<file path="config.mk">
export PLATFORM = sky130hd
export DESIGN_NAME = pipelined_multiplier
export DESIGN_NICKNAME = d
export VERILOG_FILES = /design/src/rtl/mult_pkg.sv /design/src/rtl/mult_stage.sv /design/src/rtl/pipelined_multiplier.sv
export SDC_FILE = /design/constraint.sdc
export NUM_CORES = 2
export LEC_CHECK = 0
export CAP_MARGIN = 20
export CORE_UTILIZATION = 55
export DETAILED_ROUTE_END_ITERATION = 8
export HOLD_SLACK_MARGIN = 0.15
export PLACE_DENSITY = 0.81
export SYNTH_ARGS = -nofsm -noshare
export SYNTH_HDL_FRONTEND = slang
export SYNTH_SLANG_ARGS = --single-unit
export TNS_END_PERCENT = 20
</file>
<file path="constraint.sdc">
create_clock -name clock -period 14 [get_ports clock]
set_clock_uncertainty 0.2 [all_clocks]
set_input_delay 4.2 -clock clock [delete_from_list [all_inputs] [get_ports clock]]
set_output_delay 4.2 -clock clock [all_outputs]
set_load 0.02 [all_outputs]
</file>
<file path="src/rtl/mult_pkg.sv">
// Shared ALU codes, width helpers and the stage record type for the pipelined multiplier.
// The ALU codes mirror the encodings of the EX-stage decoder.
package mult_pkg;

    localparam logic [4:0] ALU_MUL    = 5'h0A;
    localparam logic [4:0] ALU_MULH   = 5'h0B;
    localparam logic [4:0] ALU_MULHSU = 5'h0C;
    localparam logic [4:0] ALU_MULHU  = 5'h0D;
    localparam logic [4:0] ALU_FMULS  = 5'h0E;

    function automatic int ext_w(input int xlen);
        return xlen + 1;
    endfunction

    function automatic int prod_w(input int xlen);
        return 2 * xlen + 2;
    endfunction

    // ceil((xlen+1)/stages): bits of ext_b consumed by each stage
    function automatic int chunk_w(input int xlen, input int stages);
        return (xlen + stages) / stages;
    endfunction

    localparam int DEF_XLEN   = 32;
    localparam int DEF_STAGES = 4;
    localparam int DEF_TAG_W  = 5;
    localparam int DEF_EXT_W  = ext_w(DEF_XLEN);
    localparam int DEF_PROD_W = prod_w(DEF_XLEN);
    localparam int DEF_PAD_W  = chunk_w(DEF_XLEN, DEF_STAGES) * DEF_STAGES;

    typedef struct packed {
        logic                  valid;
        logic [DEF_PROD_W-1:0] acc;
        logic [DEF_EXT_W-1:0]  ext_a;
        logic [DEF_PAD_W-1:0]  ext_b_rem;
        logic [DEF_TAG_W-1:0]  tag;
        logic [4:0]            func;
    } mult_stage_t;

endpackage

</file>
<file path="src/rtl/mult_stage.sv">
// One pipeline register of the multiplier: accumulates ext_a times the low chunk of the
// remaining ext_b bits, then shifts that chunk out for the next stage.
module mult_stage
    import mult_pkg::*;
#(
    parameter int EXT_W   = 33,
    parameter int PROD_W  = 66,
    parameter int PAD_W   = 36,
    parameter int CHUNK_W = 9,
    parameter int TAG_W   = 5,
    parameter int SHIFT   = 0,
    parameter bit LAST    = 1'b0
) (
    input  logic              clock,
    input  logic              reset_n,
    input  logic              flush,
    input  logic              hold,
    input  logic              in_valid,
    input  logic [PROD_W-1:0] in_acc,
    input  logic [EXT_W-1:0]  in_a,
    input  logic [PAD_W-1:0]  in_b_rem,
    input  logic [TAG_W-1:0]  in_tag,
    input  logic [4:0]        in_func,
    output logic              out_valid,
    output logic [PROD_W-1:0] out_acc,
    output logic [EXT_W-1:0]  out_a,
    output logic [PAD_W-1:0]  out_b_rem,
    output logic [TAG_W-1:0]  out_tag,
    output logic [4:0]        out_func
);

    logic              valid_d, valid_q;
    logic [PROD_W-1:0] acc_d, acc_q;
    logic [EXT_W-1:0]  a_d, a_q;
    logic [PAD_W-1:0]  b_rem_d, b_rem_q;
    logic [TAG_W-1:0]  tag_d, tag_q;
    logic [4:0]        func_d, func_q;

    logic [PROD_W-1:0] a_wide, chunk_wide, partial;
    logic [PAD_W-1:0]  b_shifted;

    // Only the most significant chunk carries the sign of ext_b
    always_comb begin
        a_wide     = {{(PROD_W-EXT_W){in_a[EXT_W-1]}}, in_a};
        chunk_wide = {{(PROD_W-CHUNK_W){LAST & in_b_rem[CHUNK_W-1]}}, in_b_rem[CHUNK_W-1:0]};
        partial    = (a_wide * chunk_wide) << SHIFT;
        b_shifted  = $signed(in_b_rem) >>> CHUNK_W;
    end

    always_comb begin
        valid_d = valid_q;
        acc_d   = acc_q;
        a_d     = a_q;
        b_rem_d = b_rem_q;
        tag_d   = tag_q;
        func_d  = func_q;
        if (flush) begin
            valid_d = 1'b0;
        end else if (!hold) begin
            valid_d = in_valid;
            acc_d   = in_acc + partial;
            a_d     = in_a;
            b_rem_d = b_shifted;
            tag_d   = in_tag;
            func_d  = in_func;
        end
    end

    always_ff @(posedge clock or negedge reset_n) begin
        if (!reset_n) begin
            valid_q <= 1'b0;
            acc_q   <= '0;
            a_q     <= '0;
            b_rem_q <= '0;
            tag_q   <= '0;
            func_q  <= '0;
        end else begin
            valid_q <= valid_d;
            acc_q   <= acc_d;
            a_q     <= a_d;
            b_rem_q <= b_rem_d;
            tag_q   <= tag_d;
            func_q  <= func_d;
        end
    end

    assign out_valid = valid_q;
    assign out_acc   = acc_q;
    assign out_a     = a_q;
    assign out_b_rem = b_rem_q;
    assign out_tag   = tag_q;
    assign out_func  = func_q;

endmodule

</file>
<file path="src/rtl/pipelined_multiplier.sv">
// STAGES-deep shift-add multiplier for MUL/MULH/MULHSU/MULHU and FMULS mantissas,
// with valid/ready handshake, whole-pipe stall on backpressure and synchronous flush.
module pipelined_multiplier
    import mult_pkg::*;
#(
    parameter int XLEN   = 32,
    parameter int STAGES = 4,
    parameter int TAG_W  = 5,
    parameter int MAN_W  = 23
) (
    input  logic                clock,
    input  logic                reset_n,
    input  logic                flush,
    input  logic                in_valid,
    output logic                in_ready,
    input  logic [XLEN-1:0]     opa,
    input  logic [XLEN-1:0]     opb,
    input  logic [4:0]          alu_func,
    input  logic [TAG_W-1:0]    in_tag,
    output logic                out_valid,
    input  logic                out_ready,
    output logic [2*XLEN+1:0]   mult_res,
    output logic [TAG_W-1:0]    out_tag,
    output logic [4:0]          out_func,
    output logic                busy
);

    localparam int EXT_W   = ext_w(XLEN);
    localparam int PROD_W  = prod_w(XLEN);
    localparam int CHUNK_W = chunk_w(XLEN, STAGES);
    localparam int PAD_W   = CHUNK_W * STAGES;

    logic [MAN_W:0]   fp_a, fp_b;
    logic [EXT_W-1:0] ext_a, ext_b;
    logic [PAD_W-1:0] ext_b_pad;
    logic             stall;

    logic [STAGES:0]   v_pipe;
    logic [PROD_W-1:0] acc_pipe  [STAGES+1];
    logic [EXT_W-1:0]  a_pipe    [STAGES+1];
    logic [PAD_W-1:0]  b_pipe    [STAGES+1];
    logic [TAG_W-1:0]  tag_pipe  [STAGES+1];
    logic [4:0]        func_pipe [STAGES+1];

    // Mantissa with hidden bit restored unless the exponent is zero (denormal)
    always_comb begin
        fp_a = {|opa[MAN_W+7:MAN_W], opa[MAN_W-1:0]};
        fp_b = {|opb[MAN_W+7:MAN_W], opb[MAN_W-1:0]};
        case (alu_func)
            ALU_FMULS: begin
                ext_a = EXT_W'(fp_a);
                ext_b = EXT_W'(fp_b);
            end
            ALU_MULH: begin
                ext_a = {opa[XLEN-1], opa};
                ext_b = {opb[XLEN-1], opb};
            end
            ALU_MULHSU: begin
                ext_a = {opa[XLEN-1], opa};
                ext_b = {1'b0, opb};
            end
            default: begin
                ext_a = {1'b0, opa};
                ext_b = {1'b0, opb};
            end
        endcase
        ext_b_pad = PAD_W'($signed(ext_b));
    end

    assign stall    = out_valid && !out_ready;
    assign in_ready = !stall;

    assign v_pipe[0]    = in_valid && in_ready;
    assign acc_pipe[0]  = '0;
    assign a_pipe[0]    = ext_a;
    assign b_pipe[0]    = ext_b_pad;
    assign tag_pipe[0]  = in_tag;
    assign func_pipe[0] = alu_func;

    for (genvar i = 0; i < STAGES; i++) begin : g_stage
        mult_stage #(
            .EXT_W   (EXT_W),
            .PROD_W  (PROD_W),
            .PAD_W   (PAD_W),
            .CHUNK_W (CHUNK_W),
            .TAG_W   (TAG_W),
            .SHIFT   (i * CHUNK_W),
            .LAST    (i == STAGES - 1)
        ) u_stage (
            .clock     (clock),
            .reset_n   (reset_n),
            .flush     (flush),
            .hold      (stall),
            .in_valid  (v_pipe[i]),
            .in_acc    (acc_pipe[i]),
            .in_a      (a_pipe[i]),
            .in_b_rem  (b_pipe[i]),
            .in_tag    (tag_pipe[i]),
            .in_func   (func_pipe[i]),
            .out_valid (v_pipe[i+1]),
            .out_acc   (acc_pipe[i+1]),
            .out_a     (a_pipe[i+1]),
            .out_b_rem (b_pipe[i+1]),
            .out_tag   (tag_pipe[i+1]),
            .out_func  (func_pipe[i+1])
        );
    end

    // Operands leaving the final stage have no consumer
    logic unused_ops;
    assign unused_ops = ^{a_pipe[STAGES], b_pipe[STAGES]};

    assign out_valid = v_pipe[STAGES];
    assign mult_res  = acc_pipe[STAGES];
    assign out_tag   = tag_pipe[STAGES];
    assign out_func  = func_pipe[STAGES];
    assign busy      = |v_pipe[STAGES:1];

endmodule
</file>
Yosys cells after proc, flatten, opt, wreduce, memory -nomap -nowiden
Cells that the tools add are included.
{"block": "totals", "ff_bits": 452, "input_bits": 79, "word_cells": 54, "out_inout_bits": 79}
{"block": "op_classes", "mux": 10, "multipliers": 4, "addsub": 3, "bitwise": 2, "eq_ne": 4, "reduce_logical": 9}
{"op": "$add A66 B66 Y66", "n": 3}
{"op": "$pmux W33 S2", "n": 2}
{"op": "$mul A33 B10 Y43", "n": 3}
{"op": "$mul A33 B6 Y39", "n": 1}
{"op": "$reduce_or A8 Y1", "n": 2}
{"op": "$eq A5 B4 Y1 const B", "n": 3}
{"op": "$mux W1", "n": 8}
{"op": "$reduce_or A4 Y1", "n": 1}
{"op": "$logic_and A1 B1 Y1", "n": 2}
{"op": "$logic_not A1 Y1", "n": 2}
{"op": "$ne A2 B2 Y1 const B", "n": 1}
{"op": "$not A1 Y1", "n": 2}
{"op": "$reduce_and A2 Y1", "n": 1}
{"op": "$reduce_or A2 Y1", "n": 1}

Logic depth before layout (Yosys ltp)
{"block": "logic_depth", "word_depth": 6, "ltp_mapped": 36, "ltp_nobuf": 33}

Hierarchy
From an unflattened synthesis, not the netlist that was laid out.
{"block": "unflattened", "hier_cells": 8391, "hier_area_um2": 71756.3}
{"module": "mult_stage (g_stage[0].u_stage)", "area_per_inst_um2": 19038.3, "seq_area_each_um2": 3428.3, "cells_per_inst": 2235, "n_inst": 1}
{"module": "mult_stage (g_stage[1].u_stage)", "area_per_inst_um2": 18647.9, "seq_area_each_um2": 3428.3, "cells_per_inst": 2226, "n_inst": 1}
{"module": "mult_stage (g_stage[2].u_stage)", "area_per_inst_um2": 17641.9, "seq_area_each_um2": 3428.3, "cells_per_inst": 2066, "n_inst": 1}
{"module": "mult_stage (g_stage[3].u_stage)", "area_per_inst_um2": 16169.3, "seq_area_each_um2": 3428.3, "cells_per_inst": 1825, "n_inst": 1}
{"module": "pipelined_multiplier", "area_per_inst_um2": 259.0, "seq_area_each_um2": 0.0, "cells_per_inst": 39, "n_inst": 1}

Least setup slack after synthesis
Ideal clock, no wire load.
{"block": "synth_path", "path_type": "in2reg", "start": "input port alu_func[3]", "end": "register g_stage[0].u_stage.acc_q[40]", "n_path_buf": 0, "stages": 22, "arrival_time_ns": 9.523, "slack_ns": 4.151, "setup_time_ns": 0.126, "required_time_ns": 13.674, "path_cell_list": "nor2b_1 > nand2_1 > nor2_1 > a21oi_1 > nand2b_1 > fa_1 > inv_1 > fa_1 > inv_1 > fa_1 > inv_1 > fa_1 > fa_1 > ha_1 > a21oi_1 > o211ai_1 > a21oi_1 > a31oi_4 > a211oi_2 > o21ai_2 > a21o_1 > a221o_1"}
{"block": "synth_via", "elab_chain_cells": 4, "elab_cells_between_ends": 6, "cone_classes": "mul: 1; eq/ne: 3; mux: 1; reduce/logical: 1"}
{"item": "from (decl)", "line_no": "pipelined_multiplier.sv:18", "source": "input logic [4:0] alu_func,"}
{"item": "$eq A5 B4 Y1", "line_no": "pipelined_multiplier.sv:49", "source": "case (alu_func)"}
{"item": "$reduce_or A2 Y1 (no source line)"}
{"item": "$pmux W33 S2 (*)", "line_no": "pipelined_multiplier.sv:49"}
{"item": "$mul A33 B10 Y43 (*)", "line_no": "mult_stage.sv:46", "source": "partial = (a_wide * chunk_wide) << SHIFT;"}
{"item": "to (signal assigned)", "line_no": "mult_stage.sv:72", "source": "acc_q <= '0;"}
{"item": "to (signal assigned)", "line_no": "mult_stage.sv:79", "source": "acc_q <= acc_d;"}
{"item": "to (decl)", "line_no": "mult_stage.sv:33", "source": "logic [PROD_W-1:0] acc_d, acc_q;"}
Every way passes the cells marked *; elsewhere a longest branch is shown, timed or not.
A chain may end at the register's enable or synchronous reset.

Final worst setup path
{"block": "layout_path", "start": "input port alu_func[3]", "end": "register g_stage[0].u_stage.acc_q[39]"}
Same word-level chain as after synthesis.

==> summary.txt <==
Run status
  – Status: complete, no violations

Clocking
  – Clock-pin slew on the worst setup and hold paths: 0.06 ns
  – Post-CTS Setup Inserts: 0
  – CTS Sinks: 429
  – Htree depth: 2
  – CTS Root Cell: clkbuf_16
  – CTS Buf Count: 52
  – CTS Hold Bufs: 0
  – Maximum clock insertion buffer count: 3
  – Clk Latency, worst-skew pair: 0.67 ns
  – # resized after CTS: 0
  – CTS tree: yes

Drt
  – WL per Instance: 18.0 µm
  – Met3 wire length: 8520 µm
  – Residual DRC count: 0
  – Met1 Wirelength: 61400 µm
  – Routed Antenna Nets: 0
  – Avg Vias per Cell: 5.63
  – Top sig layer: met4
  – Drt first pass iters: 5
  – Total wire length: 149000 µm
  – DR vias: 46.5k
  – Met2 WL post-DR: 73100 µm
  – Initial DRC Count: 3174

GRT
  – Global-route wire length before repair: 245000 µm
  – Initial antenna violation count: 1
  – Grt total ovfl: 0
  – Pin count of the biggest net entering global routing: 213
  – GRT Total Usage: 27.2%
  – Vias in the first global route: 47.8k

Final layout
  – Layout cells sized above 1: 2.57%
  – Design Area, Final: 63700 µm²
  – Final nets: 8227
  – # diodes: 0
  – Commonest non-fill, non-tap cell in the layout: nand2_1
  – Most frequent cells in the layout: nand2_1 (1521), inv_1 (981), fa_1 (860)
  – Final core occ: 59.3%
  – Area growth, synth to finish: 6.35%

STA
  – Max-slew violation count: 0
  – Final setup violation count: 0
  – Tmin final: 11.16 ns
  – Setup TNS: 0 ns
  – WHS: 0.262 ns
  – RSZ-0062 raised after global routing: false
  – Max-Slew Margin vs Limit: 23.5%
  – Worst Tran Pin Value: 1.14 ns
  – Fmax: 0.0896 GHz
  – Period utilization: 79.7%
  – Hold violation total from the final report: 0

Hold path
  – Hold crit path type: flip-flop to flip-flop
  – Hold path cells: 2

Critical path
  – R2r setup slk: 4.47 ns
  – Worst Path Required: 14.36 ns
  – Data arrival time of the worst path: 11.52 ns
  – CP Launch Point: alu_func[3]
  – WS Path Type: input port to flip-flop
  – Worst R2R End: g_stage[2].u_stage.out_acc[61]
  – CP max FO: 10
  – CP endpoint kind: flip-flop
  – R2R depth: 28
  – Crit path to: g_stage[0].u_stage.out_acc[39]
  – RR Startpoint: g_stage[1].u_stage.out_b_rem[5]
  – Crit path launch type: input port

Placed design
  – Input/output buffers: 157
  – DP HPWL: 117000 µm
  – Routability cong.: 0.946
  – Dpl cell area: 61800 µm²

Yosys
  – Post-synthesis cell area: 59900 µm²
  – Syn Nets: 8389
  – Yosys reg bits: 429
  – Dominant cell type by area after synthesis: fa_1
  – Post-synth EDFFs: 0
  – Sequential area share after synthesis: 17.9%
  – Post-Syn Instances: 6971
  – Cell variety after synth: 89
  – Post-synth top flop: dfrtp_1
  – Synth Area per Inst: 8.59 µm²
  – Synth warn: 0
  – Share of the synthesized area in the top cell type: 28.7%
  – Ys async rst share: 100%
  – Largest cells by area after synthesis: fa_1 (29%), dfrtp_1 (18%), ha_1 (10%)

Floorplanning
  – Core Footprint: 108000 µm²
  – Initial Util: 55.7%
  – Die ar.: 110000 µm²
  – I/O pin count: 158
  – Die Ht: 332 µm
  – Die X: 332 µm
  – Row cnt: 120

Flow run
  – Max Cap Viol: 0
==> Yosys cell counts, drive strengths merged, types with 14 or more instances <==
master  count
a211oi     34
a21o      145
a21oi     258
a31oi      28
and2      469
and3       73
buf        95
clkbuf    315
dfrtp     429
fa        860
ha        479
inv       981
nand2    1521
nand2b     60
nand3      86
nand4      27
nor2      145
nor2b      33
nor3       32
o211ai     14
o21a       63
o21ai     298
o21bai     42
o31ai      26
or3        16
xnor2     162
xor2       99
==> routing by layer <==
metal / global-route usage (%) / up-vias
li1: - / 21600
met1: 34.7 / 23100
met2: 47.3 / 1472
met3: 3.29 / 295
met4: 10.5 / 0
met5: 0 / -
==> flip-flops by register name (all words and copies together) (netlist names) <==
register                   flops
g_stage.u_stage.out_a         99
g_stage.u_stage.out_acc      241
g_stage.u_stage.out_b_rem     45
g_stage.u_stage.out_func      20
g_stage.u_stage.out_tag       20
g_stage.u_stage.out_valid      4
==> cell type report <==
type	instances	area, µm²
inverters	981	3680
clock buffers	59	1380
flip-flops and latches	429	10700
clock inverters	38	477
multi-input cells	5151	43700
fillers	9049	43800
well taps	1403	1760
repair buffers	194	1990
==> cell families (layout without fill, tap and decap cells) <==
kind of cell,after synthesis,count (layout),share of synthesized area [%]
AO/OA/AOI/OAI,1021,1021,11.0
adder cells (fa/ha/maj),1339,1339,38.7
XOR/XNOR,261,261,3.82
buffers and inverters,1391,1272,9.16
flip-flops,429,429,17.9
multiplexers,10,10,0.169
AND/OR/NAND/NOR,2520,2520,19.2
==> per-stage QoR <==
stage	worst slack (ns)	cells
floorplan	4.15	6971
global placement	2.44	8153
detailed placement	2.35	8154
CTS	2.99	8251
global route	2.60	8255
finish	2.84	8255
==> worst min path at each step <==
stage                                   startpoint                             end  slack (ns)
CTS                  g_stage[0].u_stage.out_acc[5]   g_stage[1].u_stage.out_acc[5]        0.27
detailed placement  g_stage[0].u_stage.out_func[3]  g_stage[1].u_stage.out_func[3]        0.25
global placement     g_stage[0].u_stage.out_tag[1]   g_stage[1].u_stage.out_tag[1]        0.25
finish               g_stage[0].u_stage.out_acc[5]   g_stage[1].u_stage.out_acc[5]        0.26
floorplan            g_stage[0].u_stage.out_acc[0]   g_stage[0].u_stage.out_acc[0]        0.24
global route         g_stage[1].u_stage.out_acc[7]   g_stage[2].u_stage.out_acc[7]        0.28
==> worst max-delay path, cell delays in order <==
cell and delay, ns:
clkdlybuf4s50_1 0.47, nor2b_1 0.22, nand2_1 0.09, nor2_1 0.87, a21oi_1 0.15, buf_4 0.24, nand2b_1 0.18, fa_1 0.54
inv_1 0.05, fa_1 0.50, inv_1 0.06, fa_1 0.52, inv_1 0.05, fa_1 0.49, fa_1 0.44, ha_1 0.39
nand4_1 0.10, o31ai_1 0.58, a31o_2 0.29, a211oi_1 0.09, nor4b_1 0.50, o22ai_1 0.19, xor2_1 0.17, o21ai_0 0.15
Power is not shown: default switching activity piles up to over one toggle a cycle in this logic, so the estimate is an artifact.
